### config.mk
export PLATFORM = sky130hd
export DESIGN_NAME = fetch_queue
export DESIGN_NICKNAME = d
export VERILOG_FILES = /design/src/rtl/fetch_queue_pkg.sv /design/src/rtl/fetch_fifo.sv /design/src/rtl/fetch_queue.sv
export SDC_FILE = /design/constraint.sdc
export NUM_CORES = 1
export LEC_CHECK = 0
export CELL_PAD_IN_SITES_DETAIL_PLACEMENT = 0
export CELL_PAD_IN_SITES_GLOBAL_PLACEMENT = 2
export CORE_ASPECT_RATIO = 0.5
export CORE_MARGIN = 5
export CORE_UTILIZATION = 41
export DETAILED_ROUTE_END_ITERATION = 12
export GPL_TIMING_DRIVEN = 0
export HOLD_SLACK_MARGIN = 0.02
export PLACE_DENSITY = 0.89
export SYNTH_ARGS = -nofsm -noshare
export SYNTH_HDL_FRONTEND = slang
export SYNTH_HIERARCHICAL = 1
export SYNTH_SLANG_ARGS = --single-unit
### constraint.sdc
create_clock -name clk -period 7.58 [get_ports clk]
set_input_delay 1.516 -clock clk [delete_from_list [all_inputs] [get_ports clk]]
set_output_delay 1.516 -clock clk [all_outputs]
set_load 0.01 [all_outputs]
### src/rtl/fetch_queue_pkg.sv
// Shared types for the instruction fetch stage: queued entry layout, fetch state
// and the default reset fetch address.
package fetch_queue_pkg;

  localparam logic [31:0] RESET_PC_DEFAULT = 32'h8000_0000;

  typedef struct packed {
    logic [31:0] pc;
    logic [31:0] inst;
    logic        error;
  } FetchEntry;

  typedef enum logic {
    RUN  = 1'b0,
    HALT = 1'b1
  } FetchState;

endpackage

### src/rtl/fetch_fifo.sv
// First-word-fall-through FIFO with synchronous clear; the head reads as zero
// while empty so downstream outputs stay quiet.
module fetch_fifo #(
  parameter int unsigned WIDTH = 32,
  parameter int unsigned DEPTH = 4
) (
  input  logic                         clk,
  input  logic                         rst,
  input  logic                         clr_i,
  input  logic                         push_i,
  input  logic [WIDTH-1:0]             data_i,
  input  logic                         pop_i,
  output logic [WIDTH-1:0]             data_o,
  output logic [$clog2(DEPTH+1)-1:0]   count_o
);

  localparam int unsigned PW = (DEPTH > 1) ? $clog2(DEPTH) : 1;
  localparam int unsigned CW = $clog2(DEPTH + 1);

  logic [WIDTH-1:0] mem_q [DEPTH];
  logic [PW-1:0]    rd_q, wr_q;
  logic [CW-1:0]    cnt_q;
  logic             do_push, do_pop;

  function automatic logic [PW-1:0] next_ptr(input logic [PW-1:0] p);
    return (p == PW'(DEPTH - 1)) ? '0 : p + PW'(1);
  endfunction

  assign do_pop  = pop_i && (cnt_q != '0);
  assign do_push = push_i && ((cnt_q != CW'(DEPTH)) || do_pop);

  always_ff @(posedge clk) begin
    if (rst || clr_i) begin
      rd_q  <= '0;
      wr_q  <= '0;
      cnt_q <= '0;
    end else begin
      if (do_push) wr_q <= next_ptr(wr_q);
      if (do_pop)  rd_q <= next_ptr(rd_q);
      cnt_q <= cnt_q + CW'(do_push) - CW'(do_pop);
    end
  end

  always_ff @(posedge clk) begin
    if (!rst && !clr_i && do_push) mem_q[wr_q] <= data_i;
  end

  always_ff @(posedge clk) begin
    if (!rst && !clr_i && push_i) assert (do_push);
  end

  assign data_o  = (cnt_q != '0) ? mem_q[rd_q] : '0;
  assign count_o = cnt_q;

endmodule

### src/rtl/fetch_queue.sv
// Instruction fetch stage: owns the PC, keeps icache requests in flight and
// buffers tagged instructions for decode; redirects discard work without draining.
module fetch_queue
  import fetch_queue_pkg::*;
#(
  parameter logic [31:0] RESET_PC     = RESET_PC_DEFAULT,
  parameter int unsigned QUEUE_DEPTH  = 4,
  parameter int unsigned MAX_INFLIGHT = 2
) (
  input  logic        clk,
  input  logic        rst,
  input  logic        redirect_valid,
  input  logic [31:0] redirect_pc,
  output logic        ic_req_valid,
  input  logic        ic_req_ready,
  output logic [31:0] ic_req_addr,
  input  logic        ic_resp_valid,
  input  logic [31:0] ic_resp_inst,
  input  logic        ic_resp_error,
  output logic        out_valid,
  input  logic        out_ready,
  output logic [31:0] out_pc,
  output logic [31:0] out_inst,
  output logic        out_error
);

  localparam int unsigned CW  = $clog2(MAX_INFLIGHT + 1);
  localparam int unsigned QCW = $clog2(QUEUE_DEPTH + 1);

  FetchState      state_q, state_d;
  logic [31:0]    pc_q, pc_d;
  logic [CW-1:0]  inflight_q, inflight_d;
  logic [CW-1:0]  kill_q, kill_d;
  logic [CW-1:0]  tag_cnt;
  logic [QCW-1:0] q_count;
  logic [31:0]    tag_pc;
  logic [31:0]    in_use, q_claim;
  logic           req_fire, resp_live, q_push, q_pop;
  logic [$bits(FetchEntry)-1:0] q_rdata;
  FetchEntry      q_wentry, head;

  assign req_fire  = ic_req_valid && ic_req_ready;
  // Responses return in order, so any pending kills belong to the oldest requests.
  assign resp_live = ic_resp_valid && (kill_q == '0);
  assign q_push    = resp_live && !redirect_valid;
  assign q_pop     = out_valid && out_ready;
  assign in_use    = 32'(inflight_q) + 32'(kill_q);
  assign q_claim   = 32'(q_count) + 32'(inflight_q);
  assign q_wentry  = '{pc: tag_pc, inst: ic_resp_inst, error: ic_resp_error};
  assign head      = FetchEntry'(q_rdata);

  always_comb begin
    state_d      = state_q;
    pc_d         = pc_q;
    inflight_d   = inflight_q;
    kill_d       = kill_q;
    ic_req_valid = !rst && (state_q == RUN) && !redirect_valid &&
                   (in_use < MAX_INFLIGHT) && (q_claim < QUEUE_DEPTH);
    if (redirect_valid) begin
      pc_d       = redirect_pc & ~32'd3;
      state_d    = RUN;
      inflight_d = '0;
      kill_d     = CW'(32'(kill_q) + 32'(inflight_q) - 32'(ic_resp_valid));
    end else begin
      if (req_fire) pc_d = pc_q + 32'd4;
      inflight_d = CW'(32'(inflight_q) + 32'(req_fire) - 32'(resp_live));
      if (ic_resp_valid && !resp_live) kill_d = kill_q - CW'(1);
      if (resp_live && ic_resp_error) state_d = HALT;
    end
  end

  always_ff @(posedge clk) begin
    if (rst) begin
      state_q    <= RUN;
      pc_q       <= RESET_PC;
      inflight_q <= '0;
      kill_q     <= '0;
    end else begin
      state_q    <= state_d;
      pc_q       <= pc_d;
      inflight_q <= inflight_d;
      kill_q     <= kill_d;
    end
  end

  always_ff @(posedge clk) begin
    if (!rst && resp_live) assert (tag_cnt != '0);
  end

  fetch_fifo #(.WIDTH(32), .DEPTH(MAX_INFLIGHT)) u_tags (
    .clk    (clk),
    .rst    (rst),
    .clr_i  (redirect_valid),
    .push_i (req_fire),
    .data_i (pc_q),
    .pop_i  (resp_live),
    .data_o (tag_pc),
    .count_o(tag_cnt)
  );

  fetch_fifo #(.WIDTH($bits(FetchEntry)), .DEPTH(QUEUE_DEPTH)) u_queue (
    .clk    (clk),
    .rst    (rst),
    .clr_i  (redirect_valid),
    .push_i (q_push),
    .data_i (q_wentry),
    .pop_i  (q_pop),
    .data_o (q_rdata),
    .count_o(q_count)
  );

  assign ic_req_addr = pc_q;
  assign out_valid   = !rst && (q_count != '0);
  assign out_pc      = out_valid ? head.pc   : '0;
  assign out_inst    = out_valid ? head.inst : '0;
  assign out_error   = out_valid ? head.error : 1'b0;

endmodule
# == After elaboration in Yosys (flattened, before gate mapping) ==
# Memories as Yosys holds them, arrays and structs flattened. A register that Yosys moved wholly into a read port is not among the register bits.
# Index checks and enable logic that the tools add are counted.
# word_totals
regBits,48
ramBits,324
input_bits,71
output_inout_bits,99
elab_cells,86
n_memories,2
# classes
n_addsub,15
n_lt_le_gt_ge,2
n_eq_ne,4
mux,21
bitwise,1
n_reduce_logical,30
# memory_table
memory,words,width,read_ports,rd_clocked_by_memory_dff,wr,line,text
u_queue.mem_q,4,65,1,1,1,fetch_fifo.sv:20,logic [WIDTH-1:0] mem_q [DEPTH];
u_tags.mem_q,2,32,1,1,1,fetch_fifo.sv:20,
# ops
cell,count
$mux 32,5
$mux 65,1
$add 32x3->32 const B,1
$logic_and 1x1->1,18
$mux 2,6
$mux 1,9
$reduce_bool 2->1,3
$sub 2x1->2,3
$add 2x1->2,2
$add 2x1->2 const B,2
$add 3x2->4,1
$eq 2x2->1 const B,2
$lt 4x3->1 const B,1
$add 2x2->3,1
$add 3x1->3,1
$logic_not 1->1,3
$logic_or 1x1->1,3
$lt 3x2->1 const B,1
$ne 3x3->1 const B,1
$reduce_bool 3->1,1
$sub 3x1->3,1
$add 1x1->1 const B,2
$logic_not 2->1,1
$ne 2x2->1 const B,1
3 further kinds,3

# == Longest topological paths before layout ==
# logic_depth
ltp_word,10
mapped_depth,15
depth_no_buf,14

# == By module ==
# The synthesis kept the hierarchy.
# modules_own_cells
module,n_inst,cells_each,area_each_um2,seq_area_each_um2
fetch_fifo at u_queue,1,463,10284.9,7987.7
fetch_fifo at u_tags,1,161,2666.3,2021.9
fetch_queue,1,349,2657.5,700.7

# == Worst setup path before layout ==
# No wires, ideal clock.
# synth_path
path_kind,input to register
from,in redirect_valid
to,mem u_tags.mem_q[4][0] (netlist: u_tags/mem_q[1][0]) (enable)
setup_ps,512
arrival_time_ps,5906
required_time_ps,7068
slack_ps,1162
stages,8
n_path_buf,3
cell_sequence,buf_6 -> a311oi_4 -> nand4_4 -> inv_2 -> buf_6 -> buf_4 -> o31ai_4 -> nor4b_1
# synth_between
elab_chain_cells,9
elab_cells_between_ends,10
cone_classes,2 x mux; 8 x reduce/logical
# synth_lines
item,line,text
from (decl),fetch_queue.sv:12,"input logic redirect_valid,"
$logic_not 1->1,fetch_queue.sv:57,ic_req_valid = !rst && (state_q == RUN) && !redirect_valid &&
$logic_and 1x1->1 (2 in series),fetch_queue.sv:57,
$logic_and 1x1->1,fetch_queue.sv:58,(in_use < MAX_INFLIGHT) && (q_claim < QUEUE_DEPTH);
$logic_and 1x1->1,fetch_queue.sv:42,assign req_fire = ic_req_valid && ic_req_ready;
net req_fire,fetch_queue.sv:38,"logic req_fire, resp_live, q_push, q_pop;"
$logic_and 1x1->1,fetch_fifo.sv:30,assign do_push = push_i && ((cnt_q != CW'(DEPTH)) || do_pop);
$logic_and 1x1->1,fetch_fifo.sv:45,if (!rst && !clr_i && do_push) mem_q[wr_q] <= data_i;
$mux 1,fetch_fifo.sv:45,
$mux 1 (not written as such),fetch_fifo.sv:45,
to (decl),fetch_fifo.sv:20,
# The timed path passes the listed nets, and every way through them passes these cells.

# == Final worst setup path ==
# layout_path
from,in rst
to,out out_inst[12]
# layout_between
elab_chain_cells,3
# layout_lines
item,line,text
from (decl),fetch_queue.sv:11,"input logic rst,"
$logic_not 1->1,fetch_queue.sv:113,assign out_valid = !rst && (q_count != '0);
$logic_and 1x1->1,fetch_queue.sv:113,
$mux 32,fetch_queue.sv:115,assign out_inst = out_valid ? head.inst : '0;
to (decl),fetch_queue.sv:23,"output logic [31:0] out_inst,"
# No other way between the ends.

==> summary.md <==
| Metric | Value |
|---|---|
| Data arrival time of the critical path | `4.48 ns` |
| Area of the die | `42300 um2` |
| Pwr dens | `220 nW/um2` |
| Worst Hold Class | `flip-flop to flip-flop` |
| Portion of the clock cycle consumed by the worst path in the final layout | `0.791` |
| Initial standard-cell utilization of the core | `0.417` |
| Area of the mapped netlist | `15600 um2` |
| Clock Sink Count | `373` |
| Yosys reg bits | `373` |
| Remaining antenna violation count | `0` |
| Req. time, crit path | `6.06 ns` |
| Count of boundary I/O pins | `170` |
| Largest net degree at the start of global routing | `36` |
| Unrepaired setup endpoints after global routing | `false` |
| DRC violation count after routing | `0` |
| Area growth syn-to-layout | `22.9%` |
| Worst VDD drop | `125 uV` |
| Die W | `286 um` |
| Category of the most critical setup path | `input pin to output pin` |
| Antenna violations before repair | `0` |
| Count of input and output buffers | `165` |
| FMAX | `167 MHz` |
| Height of the die | `148 um` |
| Final core utilization | `0.512` |
| Number of resized instances in the post-cts repair step | `0` |
| Post-Syn Instances | `973` |
| Number of buffers on the longest clock path | `3` |
| Post CTS Setup Buffer Count | `0` |
| Core Region | `37500 um2` |
| Starting DRC count in detailed routing | `573` |
| Post-synthesis cell type count | `56` |
| Gr ovfl total | `0` |
| Worst skew pair latency | `0.52 ns` |
| Post-CTS clock slew at the launch and capture registers of the worst setup and hold paths | `0.06 ns` |
| Max-slew violation total from the final report | `0` |
| Average detailed-routed wire length per instance | `20.5 um` |
| Prevailing post-synth register cell | `sky130_fd_sc_hd__edfxtp_1` |
| Site Rows | `50` |
| Hold buffers post-CTS | `0` |
| Leading post-synthesis cells by instance count | `sky130_fd_sc_hd__edfxtp_1 (324), sky130_fd_sc_hd__and2_1 (76), sky130_fd_sc_hd__mux4_2 (65), sky130_fd_sc_hd__nor2b_1 (65), sky130_fd_sc_hd__nor2_1 (57)` |
| Element type at the critical path end | `output pin` |
| Buffer cell driving the clock tree root | `sky130_fd_sc_hd__clkbuf_16` |
| Fraction of synthesis flops using an asynchronous set or reset pin | `0` |
| EDFF count, synth | `324` |
| Total wirelength of the detailed-routed design | `35000 um` |
| Number of CTS-inserted buffers | `36` |
| CTS H-tree depth | `2` |
| Number of maximum-capacitance violations | `0` |
| Number of detailed-routing iterations run before antenna repair | `5` |
| Routed vias | `8862` |
| Number of inserted filler cells in the final layout | `3026` |
| Post-layout nets | `1277` |
| Dominant cells by area after synthesis | `sky130_fd_sc_hd__edfxtp_1 (62%), sky130_fd_sc_hd__mux4_2 (9.4%), sky130_fd_sc_hd__dfxtp_1 (6.3%)` |
| Fin Clk Skew | `0.0168 ns` |
| Number of warnings issued by yosys | `6` |
| Final critical delay including setup and external delays | `5.99 ns` |
| Static power due to leakage | `6.26 nW` |
| Overall power | `4.22 mW` |
| Dominant cell by count in the synthesized netlist | `sky130_fd_sc_hd__edfxtp_1` |
| Total global-route track usage | `0.166` |
| Run status | `finished clean` |
| Startpoint kind of the worst setup timing path | `input pin` |
| Syn_area_per_cell | `16.0 um2` |
| Fraction of final layout cells with drive strength greater than 1 | `0.147` |
| Share of the synthesized area in the top cell type | `0.623` |
| Ant. Diodes | `0` |
| Tightest slew margin relative to the limit | `0.302` |
| CTS tree | `done` |
| Share of the yosys chip area belonging to registers | `0.686` |
| Final count of hold timing violations | `0` |
| Final setup violation count | `0` |
| Least-Margin Pin Slew | `1.04 ns` |
| Cell accounting for the most synthesized area | `sky130_fd_sc_hd__edfxtp_1` |
| Largest fanout of any net on the critical path | `12` |
| Number of global-route vias before repair | `9345` |
| Final HPWL DP | `23700 um` |
| Vias per cell | `5.19` |
| First-pass GRT wire length | `54600 um` |
| Routability cong. | `0.768` |
through the flow:
stage	hold slack (ns)	setup TNS, ns	instances	setup WS (ns)	cell area [um2]
2_1_floorplan	0.442	0	978	1.16	15600
3_3_place_gp	0.451	-44.70	1637	-1.40	17900
3_5_place_dp	0.485	0	1644	1.47	18000
4_1_cts	0.493	0	1708	1.48	19200
5_1_grt	0.535	0	1708	1.32	19200
6_report	0.506	0	1708	1.59	19200
layer usage:
layer  global-route usage  part of all wire
met1                0.208              0.42
met2                0.303              0.53
met3               0.0291             0.039
met4               0.0424             0.019
met5                    0                 0
worst max-delay path, cell delays in order:
cell and delay, ns:
sky130_fd_sc_hd__clkdlybuf4s50_1 0.73, sky130_fd_sc_hd__nor2_1 0.54, sky130_fd_sc_hd__clkbuf_1 0.53, sky130_fd_sc_hd__clkbuf_1 0.37, sky130_fd_sc_hd__and2_1 0.22, sky130_fd_sc_hd__clkdlybuf4s50_1 0.55
sequential cells by signal, indices dropped and copies added, names as in the netlist, 2 cells and up, named ones only:
register,cells
u_tags/count_o,2
kill_q,2
inflight_q,2
u_tags/mem_q,64
u_queue/rd_q,2
u_queue/count_o,3
u_queue/mem_q,260
u_queue/wr_q,2
ic_req_addr,30
where the power goes:
group	switching, mW	leakage [nW]	internal, mW
sequential	0.0321	3.45	2.25
clock	0.740	0.568	0.993
combinational	0.106	2.24	0.0982
cell usage in the layout, fill, tap and decap left out, drive strengths merged, types with 15 or more instances in the layout:
master           n
o21ai           15
clkbuf          78
a21oi           20
and2            76
nor2            57
inv             21
dfxtp           49
ha              16
nand2           36
mux2i           36
nor2b           65
nor3            15
nand4           16
clkdlybuf4s50  165
buf             35
edfxtp         324
mux4            65
cell families after synthesis:
group / Yosys count / synth area share
compound gates: 75 / 0.0323
xor+xnor: 13 / 0.00729
fa+ha+maj: 18 / 0.0154
buf+inv: 78 / 0.0263
flops: 373 / 0.686
mux: 103 / 0.118
other cells: 1 / 0.000240
simple gates: 312 / 0.114
path summary, 6_finish.rpt:
path / startpoint / endpoint / slack (ns) / cells past startpoint
worst max-delay path: rst / out_inst[12] / 1.59 / 6
worst min-delay path: u_queue/wr_q[1]$_SDFFE_PP0P_ / u_queue/wr_q[1]$_SDFFE_PP0P_ / 0.51 / 2
worst max register to register: inflight_q[0]$_SDFF_PP0_ / u_tags/mem_q[1][13]$_DFFE_PP_ / 3.49 / 11
worst min register to register: u_queue/wr_q[1]$_SDFFE_PP0P_ / u_queue/wr_q[1]$_SDFFE_PP0P_ / 0.51 / 2
final cells by class:
class / instances / area [um2] / share of cell area
clock inverter: 15 / 118 / 0.00613
inverter: 21 / 78.8 / 0.00411
tap: 494 / 618 / 0.0322
buffer: 57 / 332 / 0.0173
clock buffer: 49 / 1030 / 0.0537
sequential: 373 / 10700 / 0.558
multi-input combinational: 527 / 4540 / 0.237
timing repair buffer: 172 / 1750 / 0.0914
Power figures use the tool's default switching activity.
